===== src/rtl/frame_fifo_arbiter.sv =====
// Round-robin frame arbiter: drains whole frames from two FWFT FIFOs onto one
// TX byte stream, with inter-frame gap, oversize truncation and error flags.
module frame_fifo_arbiter #(
  parameter int DATA_WIDTH    = 9,
  parameter int IFG_CYCLES    = 12,
  parameter int MAX_FRAME_LEN = 1522,
  parameter int LEN_WIDTH     = 11
) (
  input  logic                  clk,
  input  logic                  rst_n,
  input  logic [DATA_WIDTH-1:0] a_dout,
  input  logic                  a_empty_flag,
  input  logic                  a_frame_avail,
  output logic                  a_ren,
  input  logic [DATA_WIDTH-1:0] b_dout,
  input  logic                  b_empty_flag,
  input  logic                  b_frame_avail,
  output logic                  b_ren,
  output logic [7:0]            tx_data,
  output logic                  tx_valid,
  output logic                  tx_last,
  input  logic                  tx_ready,
  output logic [1:0]            grant,
  output logic                  busy,
  output logic                  err_underrun,
  output logic                  err_oversize,
  output logic [15:0]           frames_sent,
  output logic [1:0]            dbg_state_o
);

  localparam int GAP_W = $clog2(IFG_CYCLES + 1);

  typedef enum logic [1:0] {
    S_IDLE  = 2'd0,
    S_SEND  = 2'd1,
    S_DRAIN = 2'd2,
    S_GAP   = 2'd3
  } state_e;

  state_e               state_q, state_d;
  logic [1:0]           grant_q, grant_d;
  logic                 last_b_q, last_b_d;
  logic [LEN_WIDTH-1:0] len_q, len_d;
  logic [GAP_W-1:0]     gap_q, gap_d;
  logic                 unr_q, unr_d;
  logic                 ovs_q, ovs_d;
  logic [15:0]          frames_q, frames_d;

  logic                  sel_b, sel_empty, sel_eof, sel_ren;
  logic [DATA_WIDTH-1:0] sel_dout;
  logic                  req_a, req_b, pick_b;

  assign sel_b     = grant_q[1];
  assign sel_empty = sel_b ? b_empty_flag : a_empty_flag;
  assign sel_dout  = sel_b ? b_dout : a_dout;
  assign sel_eof   = sel_dout[DATA_WIDTH-1];
  assign req_a     = a_frame_avail & ~a_empty_flag;
  assign req_b     = b_frame_avail & ~b_empty_flag;
  // On a tie the FIFO that was not served last wins.
  assign pick_b    = req_b & (~req_a | ~last_b_q);

  always_comb begin
    state_d  = state_q;
    grant_d  = grant_q;
    last_b_d = last_b_q;
    len_d    = len_q;
    gap_d    = gap_q;
    unr_d    = unr_q;
    ovs_d    = ovs_q;
    frames_d = frames_q;
    tx_valid = 1'b0;
    tx_last  = 1'b0;
    tx_data  = sel_dout[7:0];
    sel_ren  = 1'b0;
    case (state_q)
      S_IDLE: begin
        if (req_a | req_b) begin
          grant_d  = pick_b ? 2'b10 : 2'b01;
          last_b_d = pick_b;
          len_d    = '0;
          state_d  = S_SEND;
        end
      end
      S_SEND: begin
        tx_valid = ~sel_empty;
        tx_last  = tx_valid & (sel_eof | (len_q == LEN_WIDTH'(MAX_FRAME_LEN - 1)));
        sel_ren  = tx_valid & tx_ready;
        if (sel_empty) unr_d = 1'b1;
        if (sel_ren) begin
          len_d = len_q + LEN_WIDTH'(1);
          if (tx_last) begin
            frames_d = frames_q + 16'd1;
            if (sel_eof) begin
              grant_d = 2'b00;
              gap_d   = GAP_W'(IFG_CYCLES);
              state_d = S_GAP;
            end else begin
              // Truncated at the length limit: the rest of the frame is discarded.
              ovs_d   = 1'b1;
              state_d = S_DRAIN;
            end
          end
        end
      end
      S_DRAIN: begin
        sel_ren = ~sel_empty;
        if (sel_ren & sel_eof) begin
          grant_d = 2'b00;
          gap_d   = GAP_W'(IFG_CYCLES);
          state_d = S_GAP;
        end
      end
      S_GAP: begin
        gap_d = gap_q - GAP_W'(1);
        if (gap_q <= GAP_W'(1)) state_d = S_IDLE;
      end
      default: state_d = S_IDLE;
    endcase
  end

  always_ff @(posedge clk or negedge rst_n) begin
    if (!rst_n) begin
      state_q  <= S_IDLE;
      grant_q  <= 2'b00;
      last_b_q <= 1'b1;
      len_q    <= '0;
      gap_q    <= '0;
      unr_q    <= 1'b0;
      ovs_q    <= 1'b0;
      frames_q <= '0;
    end else begin
      state_q  <= state_d;
      grant_q  <= grant_d;
      last_b_q <= last_b_d;
      len_q    <= len_d;
      gap_q    <= gap_d;
      unr_q    <= unr_d;
      ovs_q    <= ovs_d;
      frames_q <= frames_d;
    end
  end

  assign a_ren        = sel_ren & ~sel_b;
  assign b_ren        = sel_ren & sel_b;
  assign grant        = grant_q;
  assign busy         = (state_q != S_IDLE);
  assign err_underrun = unr_q;
  assign err_oversize = ovs_q;
  assign frames_sent  = frames_q;
  assign dbg_state_o  = state_q;

endmodule


===== config.mk =====
export PLATFORM = sky130hd
export DESIGN_NAME = frame_fifo_arbiter
export DESIGN_NICKNAME = d
export VERILOG_FILES = /design/src/rtl/frame_fifo_arbiter.sv
export SDC_FILE = /design/constraint.sdc
export NUM_CORES = 1
export LEC_CHECK = 0
export CAP_MARGIN = 5
export CORE_MARGIN = 5
export CORE_UTILIZATION = 44
export DETAILED_ROUTE_END_ITERATION = 8
export HOLD_SLACK_MARGIN = 0.06
export MAX_ROUTING_LAYER = met4
export PLACE_DENSITY = 0.77
export REMOVE_ABC_BUFFERS = 1
export SYNTH_ARGS = -nofsm -noshare
export SYNTH_HDL_FRONTEND = slang
export SYNTH_SLANG_ARGS = --single-unit

===== constraint.sdc =====
create_clock -name clk -period 2.2 [get_ports clk]
set_input_delay 0.44 -clock clk [delete_from_list [all_inputs] [get_ports clk]]
set_output_delay 0.44 -clock clk [all_outputs]
set_load 0.02 [all_outputs]

==> results.yml, run 1 <==
layout:
  num-fill-cells: 375
  regArea_um2: 952
  drive_gt1_share_pct: 26.3
  area_delta_synth_final_pct: 51.2
  final_nets: 346
  antenna_cells: 0
  fin_util_pct: 69.5
  multiInputGateArea_um2: 1270
critical_path:
  r2r-start: "len_q[1]$_DFFE_PN0P_"
  cp.arrival_ns: 1.88
  crit_path_end_kind: "output pin"
  rr_worst_depth: 9
  crit_fanout: 2
  cp-start-kind: "flip-flop"
  rrSetupSlack_ns: -0.08
  startpoint: "len_q[1]$_DFFE_PN0P_"
  r2r_end: "grant[1]$_DFFE_PN0P_"
  worstPathRequired_ns: 1.76
  critPathKind: "flip-flop to output pin"
  endpoint: "tx_last"
yosys:
  ys_ff_latch: 38
  synth_most_common_cell: "dfrtp_1"
  synth-async-reset-ratio_pct: 100
  synth_edf_count: 0
  avgSynthCellArea_um2: 10.2
  yosysWarnings: 0
  synth_cell_types: 46
  synthTopCellsByCount: "dfrtp_1 (37), nor2_1 (26), xor2_1 (15)"
  ys.flop_type: "dfrtp_1"
  seq_area_frac_synth_pct: 43.3
  syn_inst: 215
  synthesis.area_um2: 2200
  synth_top_cell_by_area: "dfrtp_1"
  synth_top_area_share_pct: 42.1
  synth_area_leaders: "dfrtp_1 (42%), mux2_2 (6.1%), xor2_1 (6.0%)"
die:
  dieHeight_um: 80.7
  core_area_um2: 4790
  die_x_um: 80.7
  ioPinCount: 60
  fp-row-count: 25
  initial_core_util_pct: 46.0
  die-area_um2: 6520
timing:
  worst_pin_slew_ns: 0.330
  min_period_ns: 2.32
  setup_ws_ns: -0.123
  rsz0062_at_grt: "yes"
  whs_ns: 0.478
  max_freq_ghz: 0.430
  maxSlewViolCount: 0
  setup_viol: 10
  fin_tns_setup_ns: -0.462
  relSlewSlack_pct: 78.0
  finalClockSkew_ns: 0.00679
  hold_viol: 0
  period_share_pct: 106
pwr:
  vdd_drop_max_mv: 1.03
  power.density_nw_per_um2: 1050
  power_leakage_nw: 1.47
detailed_routing:
  dr_total_vias: 1970
  dr.pass1.iters: 4
  wl_per_cell_um: 15.7
  drt-vias-per-instance: 5.20
  drt_iter0_markers: 81
  drcViolationCount: 0
  finalWirelength_um: 5940
  ant_nets: 0
hold_path:
  worstHoldPathType: "flip-flop to flip-flop"
placed_design:
  place.gp.congestion: 0.835
  portBuffers: 59
  hpwl_um: 4280
global_routing:
  grt_pass1_wl_um: 9440
  grt_start_max_net_pins: 17
  grt_use_total_pct: 19.2
  antenna_found_initial: 0
  grt-ovfl-total: 0
  grt_pass1_vias: 1981
clock_network:
  cts_tree: "yes"
  clk_path_buf_depth: 2
  cts_buffers: 5
  clk_latency_ns: 0.29
  cts_sinks: 38
  path_clk_slew_ns: 0.08
  htreeDepth: 2
  clock_tree.root_cell: "clkbuf_8"
run_status:
  violations: "setup timing"
  status: "complete, but fails checks"
job:
  maxCapViolations: 0
[worst max-delay path: stages (launching register included)]
cell and delay, ns:
dfrtp_1 0.38, inv_1 0.06, ha_1 0.13, or3b_4 0.39
nor4_4 0.29, nor2_1 0.07, nor2_1 0.12, buf_4 0.16
[final cells by class]
type,count,area share [%]
repair buffers,95,25.2
well taps,67,2.52
multi-input cells,161,38.3
inverters,10,1.13
flip-flops and latches,38,28.6
clock buffers,6,2.48
clock inverters,2,1.80
[how the worst min path moves through the flow]
stage                                        to                         from  slack [ns]  cells past startpoint
CTS                 frames_sent[15]$_DFFE_PN0P_  frames_sent[15]$_DFFE_PN0P_        0.48                      1
detailed placement         len_q[7]$_DFFE_PN0P_                        rst_n        0.36                      1
finish              frames_sent[15]$_DFFE_PN0P_  frames_sent[15]$_DFFE_PN0P_        0.48                      1
global route         frames_sent[9]$_DFFE_PN0P_   frames_sent[9]$_DFFE_PN0P_        0.52                      1
floorplan            dbg_state_o[0]$_DFFE_PN0P_                        rst_n        0.14                      0
global placement          len_q[10]$_DFFE_PN0P_                        rst_n        0.36                      1
[routing by layer]
metal | share of wire (%) | vias up | global-route usage (%)
met5 | 0 | - | -
met4 | 0.86 | 0 | 3.21
met3 | 2.5 | 9 | 3.48
met2 | 52 | 31 | 31.8
met1 | 45 | 969 | 25.1
li1 | - | 961 | -
[sequential cells by signal, indices dropped and copies added (netlist names)]
name and flops:
dbg_state_o 2, err_oversize 1, err_underrun 1, frames_sent 16
gap_q 4, grant 2, last_b_q 1, len_q 11
[layout by cell type (no fill, tap or decap), types with 5 or more instances in the layout]
cell | netlist | layout
xor2_1 | 15 | 15
nand4_1 | 7 | 7
xnor2_1 | 9 | 9
dfrtp_1 | 37 | 37
buf_4 | 0 | 35
nand2_1 | 8 | 8
ha_1 | 10 | 10
mux2_2 | 12 | 11
nor3_2 | 3 | 5
inv_1 | 10 | 10
clkbuf_8 | 0 | 6
nor2_1 | 26 | 23
nand3_1 | 13 | 13
clkdlybuf4s50_1 | 0 | 45
dlygate4sd2_1 | 0 | 8
[where the power goes]
part / switching (mW) / internal, mW / leakage (nW)
combinational: 0.915 / 0.843 / 0.914
clock: 0.259 / 0.484 / 0.0714
sequential: 0.130 / 0.854 / 0.482
total: 1.30 / 2.18 / 1.47
[logic make-up after synthesis]
| group | Yosys count | share of synthesized area [%] |
|---|---|---|
| AND/OR/NAND/NOR | 82 | 20.4 |
| flip-flops | 38 | 43.3 |
| AO/OA/AOI/OAI | 30 | 10.4 |
| XOR/XNOR | 24 | 9.55 |
| buffers and inverters | 16 | 2.84 |
| multiplexers | 15 | 7.85 |
| adder cells (fa/ha/maj) | 10 | 5.69 |
[per-stage QoR]
| step | total power, mW | cell area, um2 | setup WS (ns) | cells |
|---|---|---|---|---|
| 2_1_floorplan | 1.87 | 2180 | -0.314 | 209 |
| 3_3_place_gp | 2.53 | 3060 | -0.556 | 364 |
| 3_5_place_dp | 2.58 | 3060 | -0.562 | 364 |
| 4_1_cts | 3.34 | 3230 | -0.178 | 375 |
| 5_1_grt | 3.69 | 3330 | -0.235 | 379 |
| 6_report | 3.48 | 3330 | -0.123 | 379 |
[timing repair]
item / CTS / global route
endpoints found under the hold margin: 11 / 0
hold buffers: 1 / 0
buffers inserted: 2 / 4
pin swaps: 1 / 13
resized for setup: 23 / 23
endpoints found under the setup margin: 14 / 19
No activity file was read; power rests on OpenSTA's default activity.
==> run 2, diff against run 1 <==
--- a/config.mk
+++ b/config.mk
@@ -6,8 +6,9 @@
 export NUM_CORES = 1
 export LEC_CHECK = 0
 export CAP_MARGIN = 5
-export CORE_MARGIN = 5
+export CORE_MARGIN = 3
 export CORE_UTILIZATION = 44
+export CTS_CLUSTER_SIZE = 8
 export DETAILED_ROUTE_END_ITERATION = 8
 export HOLD_SLACK_MARGIN = 0.06
 export MAX_ROUTING_LAYER = met4
==> results.yml, run 2 (synthesized netlist as in run 1, its figures left out) <==
pwr:
  vdd_drop_max_mv: 0.747
  power.density_nw_per_um2: 970
  power_leakage_nw: 1.41
  total_power_mw: 3.10
global_routing:
  grt_pass1_wl_um: 9160
  grt-ovfl-total: 0
  antenna_found_initial: 0
  grt_pass1_vias: 1908
  grt_use_total_pct: 19.5
  grt_start_max_net_pins: 17
critical_path:
  r2r-start: "len_q[1]$_DFFE_PN0P_"
  rr_worst_depth: 8
  crit_path_end_kind: "output pin"
  crit_fanout: 2
  r2r_end: "grant[0]$_DFFE_PN0P_"
  cpMostUsedCell: "nor2_1"
  cp-start-kind: "flip-flop"
  cp.arrival_ns: 1.82
  slowest_delay_ns: 0.38
  critPathKind: "flip-flop to output pin"
  path_cells: "inv_1 -> ha_1 -> or3b_4 -> nor4_4 -> nor2_1 -> nor2_1 -> buf_4"
  rrSetupSlack_ns: 0.03
  slowest_stage: "dfrtp_1"
  worstPathRequired_ns: 1.76
layout:
  area_delta_synth_final_pct: 45.1
  final_nets: 340
  final_cell_mix: "clkdlybuf4s50_1 (45), dfrtp_1 (37), buf_4 (29)"
  drive_gt1_share_pct: 22.9
  num-fill-cells: 402
  post_layout_nonfiller_instances: 373
  fin_util_pct: 66.7
  layout_commonest_cell: "clkdlybuf4s50_1"
  largest_reg_flops: 16
  antenna_cells: 0
timing:
  setup_viol: 1
  setup_ws_ns: -0.0563
  maxSlewViolCount: 0
  finalClockSkew_ns: 0.00324
  relSlewSlack_pct: 75.0
  period_share_pct: 103
  hold_viol: 0
  min_period_ns: 2.26
  worst_pin_slew_ns: 0.373
  max_freq_ghz: 0.443
  rsz0062_at_grt: "yes"
hold_path:
  hold-path-endpoint: "err_underrun$_DFFE_PN0P_"
  hold_path_startpoint: "err_underrun$_DFFE_PN0P_"
  worstHoldPathCells: 1
  worstHoldPathType: "flip-flop to flip-flop"
die:
  die_x_um: 76.7
  fp-row-count: 25
  initial_core_util_pct: 46.0
  dieHeight_um: 76.7
  die-area_um2: 5890
  core_area_um2: 4790
  ioPinCount: 60
detailed_routing:
  finalWirelength_um: 5330
  dr.pass1.iters: 4
  ant_nets: 0
  drt-vias-per-instance: 5.06
  dr_total_vias: 1887
  drt_iter0_markers: 55
  drcViolationCount: 0
  wl_per_cell_um: 14.3
clock_network:
  cts_sinks: 38
  clk_latency_ns: 0.29
  path_clk_slew_ns: 0.07
  clock_tree.root_cell: "clkbuf_8"
  cts_tree: "yes"
  clk_path_buf_depth: 2
  cts_buffers: 5
  htreeDepth: 2
job:
  maxCapViolations: 0
run_status:
  status: "complete, but fails checks"
  violations: "setup timing"
placed_design:
  portBuffers: 59
  pre_cts_slack_ns: -0.502
  place.gp.congestion: 0.813
  dp.cells: 361
  hpwl_um: 4090
-- run 2: per-layer routing --
| layer | wire [um] | GRT usage (%) | vias up |
|---|---|---|---|
| met5 | 0 | - | - |
| met4 | 78 | 5.07 | 0 |
| met3 | 145 | 3.40 | 9 |
| met2 | 2690 | 31.4 | 32 |
| met1 | 2410 | 25.7 | 899 |
| li1 | - | - | 947 |
-- run 2: how the worst max path moves through the flow --
stage	to	from	slack (ns)	depth (start not counted)
6_report	tx_last	len_q[1]$_DFFE_PN0P_	-0.06	7
4_1_cts	tx_last	len_q[1]$_DFFE_PN0P_	-0.08	7
2_1_floorplan	dbg_state_o[1]$_DFFE_PN0P_	grant[1]$_DFFE_PN0P_	-0.31	5
3_3_place_gp	tx_last	a_empty_flag	-0.49	6
3_5_place_dp	tx_last	a_empty_flag	-0.50	6
5_1_grt	tx_last	len_q[1]$_DFFE_PN0P_	-0.18	7
-- run 2: layout make-up --
cell class	count	area [um2]	share of cell area, %
sequential	38	952	29.8
clock inverter	1	5.00	0.157
inverter	10	37.5	1.18
tap	67	83.8	2.63
multi-input combinational	161	1240	38.8
timing repair buffer	89	788	24.7
clock buffer	7	86.3	2.70
-- run 2: worst max-delay path, delay by kind of cell, from the launching register on --
family | cells | cell delay, ns
adders and majority gates | 1 | 0.12
and+or+nand+nor | 4 | 0.81
buffers and inverters | 2 | 0.20
DFF | 1 | 0.38
-- run 2: report_power, final --
part,internal (mW),switching (mW),total (mW)
Sequential,0.855,0.122,0.977
Combinational,0.781,0.849,1.63
Clock,0.253,0.239,0.492
Total,1.89,1.21,3.10
-- run 2: repair_timing --
| item | CTS | global route |
|---|---|---|
| setup buffers | 1 | 2 |
| setup endpoints to repair | 15 | 16 |
| hold buffers | 1 | 0 |
| gates resized for setup | 31 | 8 |
| hold endpoints to repair | 7 | 0 |
| pin swaps | 1 | 3 |
-- run 2: per-stage QoR --
step                      TNS (ns)  area [um2]  hold WS [ns]
final                      -0.0563        3190         0.466
after CTS                   -0.108        3160         0.473
after detailed placement     -3.76        3040         0.370
after floorplan              -1.48        2180         0.144
after global placement       -2.93        3040         0.365
after global routing        -0.402        3190         0.489
